### src/rtl/exp6_detector_jogada.sv
// Button conditioner: 2-FF sync, debounce FSM and press edge detection for the game datapath.
// Optional macro ONEHOT_CHECK_EN rejects multi-button presses and reports them on erro_multipla.
module exp6_detector_jogada #(
    parameter int DEBOUNCE_CYCLES = 50000,
    parameter int CW              = 16
) (
    input  logic       clock,
    input  logic       reset,
    input  logic [3:0] botoes,
    input  logic       enable,
    output logic [3:0] jogada,
    output logic       jogada_feita,
    output logic       tem_jogada,
    output logic       erro_multipla,
    output logic [3:0] db_estado
);

    typedef enum logic [1:0] {
        OCIOSO       = 2'd0,
        FILTRA_PRESS = 2'd1,
        PRESSIONADO  = 2'd2,
        FILTRA_SOLTA = 2'd3
    } estado_t;

    localparam logic [CW-1:0] CNT_LAST = CW'(DEBOUNCE_CYCLES - 1);

    estado_t       state_q, state_d;
    logic [3:0]    sync1_q, sync2_q;
    logic [3:0]    cand_q, cand_d;
    logic [CW-1:0] cnt_q, cnt_d;
    logic [3:0]    jogada_q, jogada_d;
    logic          feita_q;
    logic          cnt_last, aceita, rejeita, grava;

    always_ff @(posedge clock) begin
        if (reset) begin
            sync1_q <= '0;
            sync2_q <= '0;
        end else begin
            sync1_q <= botoes;
            sync2_q <= sync1_q;
        end
    end

    always_ff @(posedge clock) begin
        if (reset) state_q <= OCIOSO;
        else       state_q <= state_d;
    end

    assign cnt_last = (cnt_q == CNT_LAST);

    // enable is checked before the count so a disable always cancels a pending press
    always_comb begin
        state_d = state_q;
        case (state_q)
            OCIOSO:
                if (sync2_q != 4'd0 && enable) state_d = FILTRA_PRESS;
            FILTRA_PRESS:
                if (sync2_q != cand_q || !enable) state_d = OCIOSO;
                else if (cnt_last)                 state_d = PRESSIONADO;
            PRESSIONADO:
                if (sync2_q == 4'd0) state_d = FILTRA_SOLTA;
            FILTRA_SOLTA:
                if (sync2_q != 4'd0) state_d = PRESSIONADO;
                else if (cnt_last)   state_d = OCIOSO;
            default:
                state_d = OCIOSO;
        endcase
    end

    always_comb begin
        tem_jogada = (state_q == PRESSIONADO) || (state_q == FILTRA_SOLTA);
        db_estado  = {2'b00, state_q};
        aceita     = (state_q == FILTRA_PRESS) && (state_d == PRESSIONADO);
    end

`ifdef ONEHOT_CHECK_EN
    logic erro_q;
    // a multi-bit code still enters PRESSIONADO so the held combo cannot retrigger
    assign rejeita = aceita && ((cand_q & (cand_q - 4'd1)) != 4'd0);

    always_ff @(posedge clock) begin
        if (reset) erro_q <= 1'b0;
        else       erro_q <= rejeita;
    end
    assign erro_multipla = erro_q;
`else
    assign rejeita       = 1'b0;
    assign erro_multipla = 1'b0;
`endif

    assign grava = aceita && !rejeita;

    always_comb begin
        cand_d   = cand_q;
        cnt_d    = cnt_q;
        jogada_d = jogada_q;
        case (state_q)
            OCIOSO: begin
                cand_d = sync2_q;
                cnt_d  = '0;
            end
            PRESSIONADO:
                cnt_d = '0;
            default:
                if (state_d == state_q) cnt_d = cnt_q + CW'(1);
        endcase
        if (grava) jogada_d = cand_q;
    end

    always_ff @(posedge clock) begin
        if (reset) begin
            cand_q   <= '0;
            cnt_q    <= '0;
            jogada_q <= '0;
            feita_q  <= 1'b0;
        end else begin
            cand_q   <= cand_d;
            cnt_q    <= cnt_d;
            jogada_q <= jogada_d;
            feita_q  <= grava;
        end
    end

    assign jogada       = jogada_q;
    assign jogada_feita = feita_q;

endmodule

### config.mk
export PLATFORM = sky130hd
export DESIGN_NAME = exp6_detector_jogada
export DESIGN_NICKNAME = d
export VERILOG_FILES = /design/src/rtl/exp6_detector_jogada.sv
export SDC_FILE = /design/constraint.sdc
export NUM_CORES = 1
export LEC_CHECK = 0
export CAP_MARGIN = 20
export CORE_ASPECT_RATIO = 1.75
export CORE_UTILIZATION = 49
export DETAILED_ROUTE_END_ITERATION = 8
export GPL_TIMING_DRIVEN = 1
export HOLD_SLACK_MARGIN = 0.15
export PLACE_DENSITY = 0.79
export SYNTH_ARGS = -nofsm -noshare
export SYNTH_HDL_FRONTEND = slang
export SYNTH_SLANG_ARGS = --single-unit
### constraint.sdc
create_clock -name clock -period 2.1 [get_ports clock]
set_input_delay 0.42 -clock clock [delete_from_list [all_inputs] [get_ports clock]]
set_output_delay 0.42 -clock clock [all_outputs]
set_load 0.02 [all_outputs]
# ---- After elaboration in Yosys (flattened, before gate mapping)
# Cells that the tools add are included.
dict set report word_totals {
  inputBits 7
  ff_bits 35
  output_inout_bits 11
}
dict set report classes {
  n_eq_ne 7
  muxes 7
  n_reduce_logical 9
  n_addsub 1
}
# op n
set op_table {}
lappend op_table {{$add 16x1->16 const B} 1}
lappend op_table {{$eq 16x16->1 const B} 1}
lappend op_table {{$mux 2} 6}
lappend op_table {{$pmux 2 s4} 1}
lappend op_table {{$eq 2x2->1 const B} 3}
lappend op_table {{$logic_not 4->1} 1}
lappend op_table {{$ne 4x4->1} 1}
lappend op_table {{$reduce_bool 4->1} 1}
lappend op_table {{$reduce_or 3->1} 1}
lappend op_table {{$eq 2x1->1 const B} 1}
lappend op_table {{$eq 2x2->1} 1}
lappend op_table {{$logic_and 1x1->1} 2}
lappend op_table {{$logic_not 2->1} 1}
lappend op_table {{$logic_or 1x1->1} 2}
lappend op_table {{$logic_not 1->1} 1}

# ---- Logic depth before layout (Yosys ltp)
dict set report depth {
  ltp_word 6
  depth_mapped 9
}

# ---- Worst setup path after synthesis
# Ideal clock, no wire load.
dict set report synth_path {
  kind {register to register}
  startpoint {register cnt_q[0]}
  endpoint {register cnt_q[12]}
  t_arrival_ns 2.007
  setup_ns 0.070
  path_buffers 1
  path_stages_with_launch 9
  path_slack_ns 0.023
  t_required_ns 2.030
  synth_period_minus_slack_ns 2.077
  cell_sequence {dfxtp_1 -> ha_1 -> and4_1 -> and4_1 -> a221oi_4 -> nand2b_4 -> buf_6 -> or3_1 -> a21oi_1}
}
dict set report synth_via {
  elab_chain_cells 5
  word_cells_on_any_way 8
  classes_between {1 x add/sub; 2 x eq/ne; 5 x mux}
}
# element line
set synth_rtl {}
lappend synth_rtl {{from (decl)} 30} ;# logic [CW-1:0] cnt_q, cnt_d;
lappend synth_rtl {{from (signal assigned)} 119} ;# cnt_q <= cnt_d;
lappend synth_rtl {{$eq 16x16->1} 50} ;# assign cnt_last = (cnt_q == CNT_LAST);
lappend synth_rtl {{$mux 2, on equally long branches} {65, 60}}
lappend synth_rtl {{$mux 2, on equally long branches} {64, 59}}
lappend synth_rtl {{$pmux 2 s4} 55} ;# case (state_q)
lappend synth_rtl {{$eq 2x2->1} 106} ;# if (state_d == state_q) cnt_d = cnt_q + CW'(1);
# Several ways; a longest one is shown, not always the timed one.
# A chain may end at the register's enable or synchronous reset.

# ---- Final worst setup path
dict set report layout_path {
  startpoint {register cnt_q[0]}
  endpoint {register cnt_q[10]}
}
# Same word-level chain as after synthesis.

==> results.md <==
* Run status: complete, no violations
* Post-CTS Hold Fix Bufs at 0
* Post-synth EDFFs at 0
* Post-Route WL at between 4 and 5 mm
* Vias at approximately 1500
* Post-synth top area share at 0.434
* CTS tree: built
* Crit Path Max Fanout at 5
* Initial core utilization at 0.514
* Final hold vios at 0
* DRT antenna net count at 0
* WP data arrival at between 2000 and 2500 ps
* Port Buffers at 14
* Vias per cell at between 5 and 6
* Diode count at 0
* Setup Skew at around 3.7 ps
* PwrDens at roughly 640 nW/um2
* Clk buf depth at 2
* RR Endpoint: cnt_q[10]
* Asr flop ratio synth at 0
* WS Path Type: reg -> reg
* Max-slew violations at 0
* Most common cell in the netlist: dfxtp_1
* Ports at 18
* Die height at 77.9 um
* Hold-critical path depth at 1
* First-pass GRT wire length at around 6.3 mm
* CTS root buffer: clkbuf_8
* Detailed-route DRC error count at 0
* Routability cong. at ~0.83
* Cells on worst reg2reg path at 8
* Synth warn at 0
* Synth cell count leaders: dfxtp_1, a21oi_1, nand2_1
* Critical Path Start Type: register
* Leak at around 0.77 nW
* Min Tclk post-route at 2070 ps
* Synth-to-Final Area Change at 27.6%
* GRT Total Usage at 0.242
* Fin nets at ~220
* Final worst path period share at 0.985
* Core area at between 3000 and 4000 um2
* Relative slew slack at 0.560
* Sw power at 0.318 mW
* Top_reg_cell synth: dfxtp_1
* Die W at 45.4 um
* HP Class: reg -> reg
* Drt first pass iters at 4
* Post-synthesis sequential area ratio at 0.434
* Design area at 2060 um2
* #FFs+latches synth at 35
* R2R Setup Slk at between 30 and 40 ps
* Dominant cells by area after synthesis: dfxtp_1, a21oi_1, or3_1
* Syn_area_per_cell at just under 9 um2
* Clock share of power at 0.369
* DIE AREA at around 3500 um2
* CTS Sinks at 35
* Initial antenna violation count at 0
* Clk Latency, worst-skew pair at about 290 ps
* Layout cell share with drive strength beyond 1 at 0.204
* Hold Path Origin: sync1_q[1]
* Std-Cell Rows at 27
* Share of power burned in registers at 0.519
* Post-DP HPWL at ~2.7 mm
* Number of global-route vias before repair at around 1500
* Reg-to-reg startpoint: cnt_q[0]
* Int Power at ~1 mW
* Pin count of the biggest net entering global routing at 22
* Largest area contributor in the netlist: dfxtp_1
* Critical path required time at roughly 2300 ps
* Post-DP Area at 1850 um2
* Grt total ovfl at 0
* Mapped cell area at about 1600 um2
* Starting DRT DRC Count at 72
* Syn Inst Count at ~190
* WL/cell at between 15 and 20 um
* Sw Ratio at 0.241
* Total CTS buffers at 5
* Worst Hold End: sync2_q[1]
* Fmax at just under 500 MHz
* Combinational power share at 0.112
* Worst VDD drop at between 0.6 and 0.7 mV
* CTS H-tree depth at 2
* Least-Margin Pin Slew at 651 ps
* Worst Setup End Kind: register
* Clk pin slew, worst setup/hold paths at 70 ps
* Final setup viols at 0
* TNS Setup at 0 ps
* Max-cap viol count at 0
* Unique masters post-synth at 38
==> cells in the final DEF (no fill, tap or decap), types with 3 or more instances in the layout <==
| cell type | count |
|---|---|
| dfxtp_1 | 33 |
| nor2_1 | 12 |
| nand2_1 | 13 |
| conb_1 | 3 |
| clkbuf_8 | 6 |
| a21oi_1 | 13 |
| xnor2_1 | 3 |
| clkdlybuf4s50_1 | 14 |
| nor2b_1 | 8 |
| xor2_1 | 4 |
| or3_1 | 9 |
| a21oi_2 | 3 |
| nand2b_4 | 3 |
| inv_1 | 3 |
| buf_4 | 17 |
| o21ai_1 | 11 |
| o21ai_0 | 5 |
| mux2i_1 | 4 |
| nand3_1 | 11 |
| and3_1 | 6 |
==> per-layer routing <==
layer / GRT usage / vias to the layer above / wire length [um]
met1: 0.225 / 726 / 1400
met2: 0.440 / 68 / 2180
li1: - / 719 / -
met5: 0 / - / 0
met4: 0.161 / 0 / 231
met3: 0.0395 / 26 / 197
==> flip-flops by register name (all words and copies together) (netlist names) <==
name          cells
cand_q            4
state_q           2
sync2_q           4
jogada            4
jogada_feita      1
sync1_q           4
cnt_q            16
==> power groups by stage <==
| stage | Combinational [mW] | Clock (mW) | Sequential (mW) |
|---|---|---|---|
| floorplan | 0.0804 | 0 | 0.699 |
| global placement | 0.113 | 0 | 0.700 |
| detailed placement | 0.119 | 0 | 0.700 |
| CTS | 0.131 | 0.495 | 0.685 |
| global route | 0.157 | 0.517 | 0.686 |
| finish | 0.148 | 0.486 | 0.685 |
==> final cells by class <==
class	count	area [um2]
clock buffers	6	82.6
well taps	43	53.8
multi-input cells	138	913
fillers	259	1080
repair buffers	33	290
clock inverters	1	5.00
inverters	3	11.3
flip-flops and latches	35	703
==> per-stage QoR <==
step	power (mW)	instances	hold WS, ps	utilization	worst slack [ps]
finish	1.32	259	446	0.656	32.0
global route	1.36	259	471	0.656	-79.7
CTS	1.31	256	455	0.628	10.4
detailed placement	0.819	245	429	0.589	-80.1
global placement	0.813	245	422	0.589	27.3
floorplan	0.780	187	414	-	22.8
==> critical path, stage by stage, from the launching register on <==
cell,delay [ps]
dfxtp_2,320
ha_2,180
and4_1,190
and4_4,190
a221oi_4,330
buf_6,170
nand2b_4,80
or3_1,360
a21oi_1,170
==> what timing repair did <==
item,in CTS,in global routing
pin swaps,1,8
gates cloned,2,0
buffers inserted,2,3
setup endpoints to repair,4,19
gates resized for setup,0,18
==> kinds of logic (layout without fill, tap and decap cells) <==
| kind of cell | after synthesis | count (layout) | share of synthesized area |
|---|---|---|---|
| AOI/OAI and AO/OA | 39 | 39 | 0.144 |
| xor gates and xnor gates | 7 | 7 | 0.0380 |
| DFF | 35 | 35 | 0.434 |
| muxes | 4 | 4 | 0.0248 |
| other | 1 | 3 | 0.00232 |
| adders and majority gates | 1 | 1 | 0.00775 |
| and+or+nand+nor | 82 | 84 | 0.299 |
| buffers and inverters | 16 | 43 | 0.0496 |
==> worst max-delay path by stage <==
stage / endpoint / cells past startpoint / slack [ps] / startpoint
floorplan: cnt_q[12] / 8 / 20 / cnt_q[0]
global placement: cnt_q[0] / 7 / 30 / enable
detailed placement: cnt_q[0] / 7 / -80 / enable
CTS: cnt_q[3] / 8 / 10 / cnt_q[1]
global route: cnt_q[0] / 8 / -80 / enable
finish: cnt_q[10] / 8 / 30 / cnt_q[0]
Power figures use the tool's default switching activity.
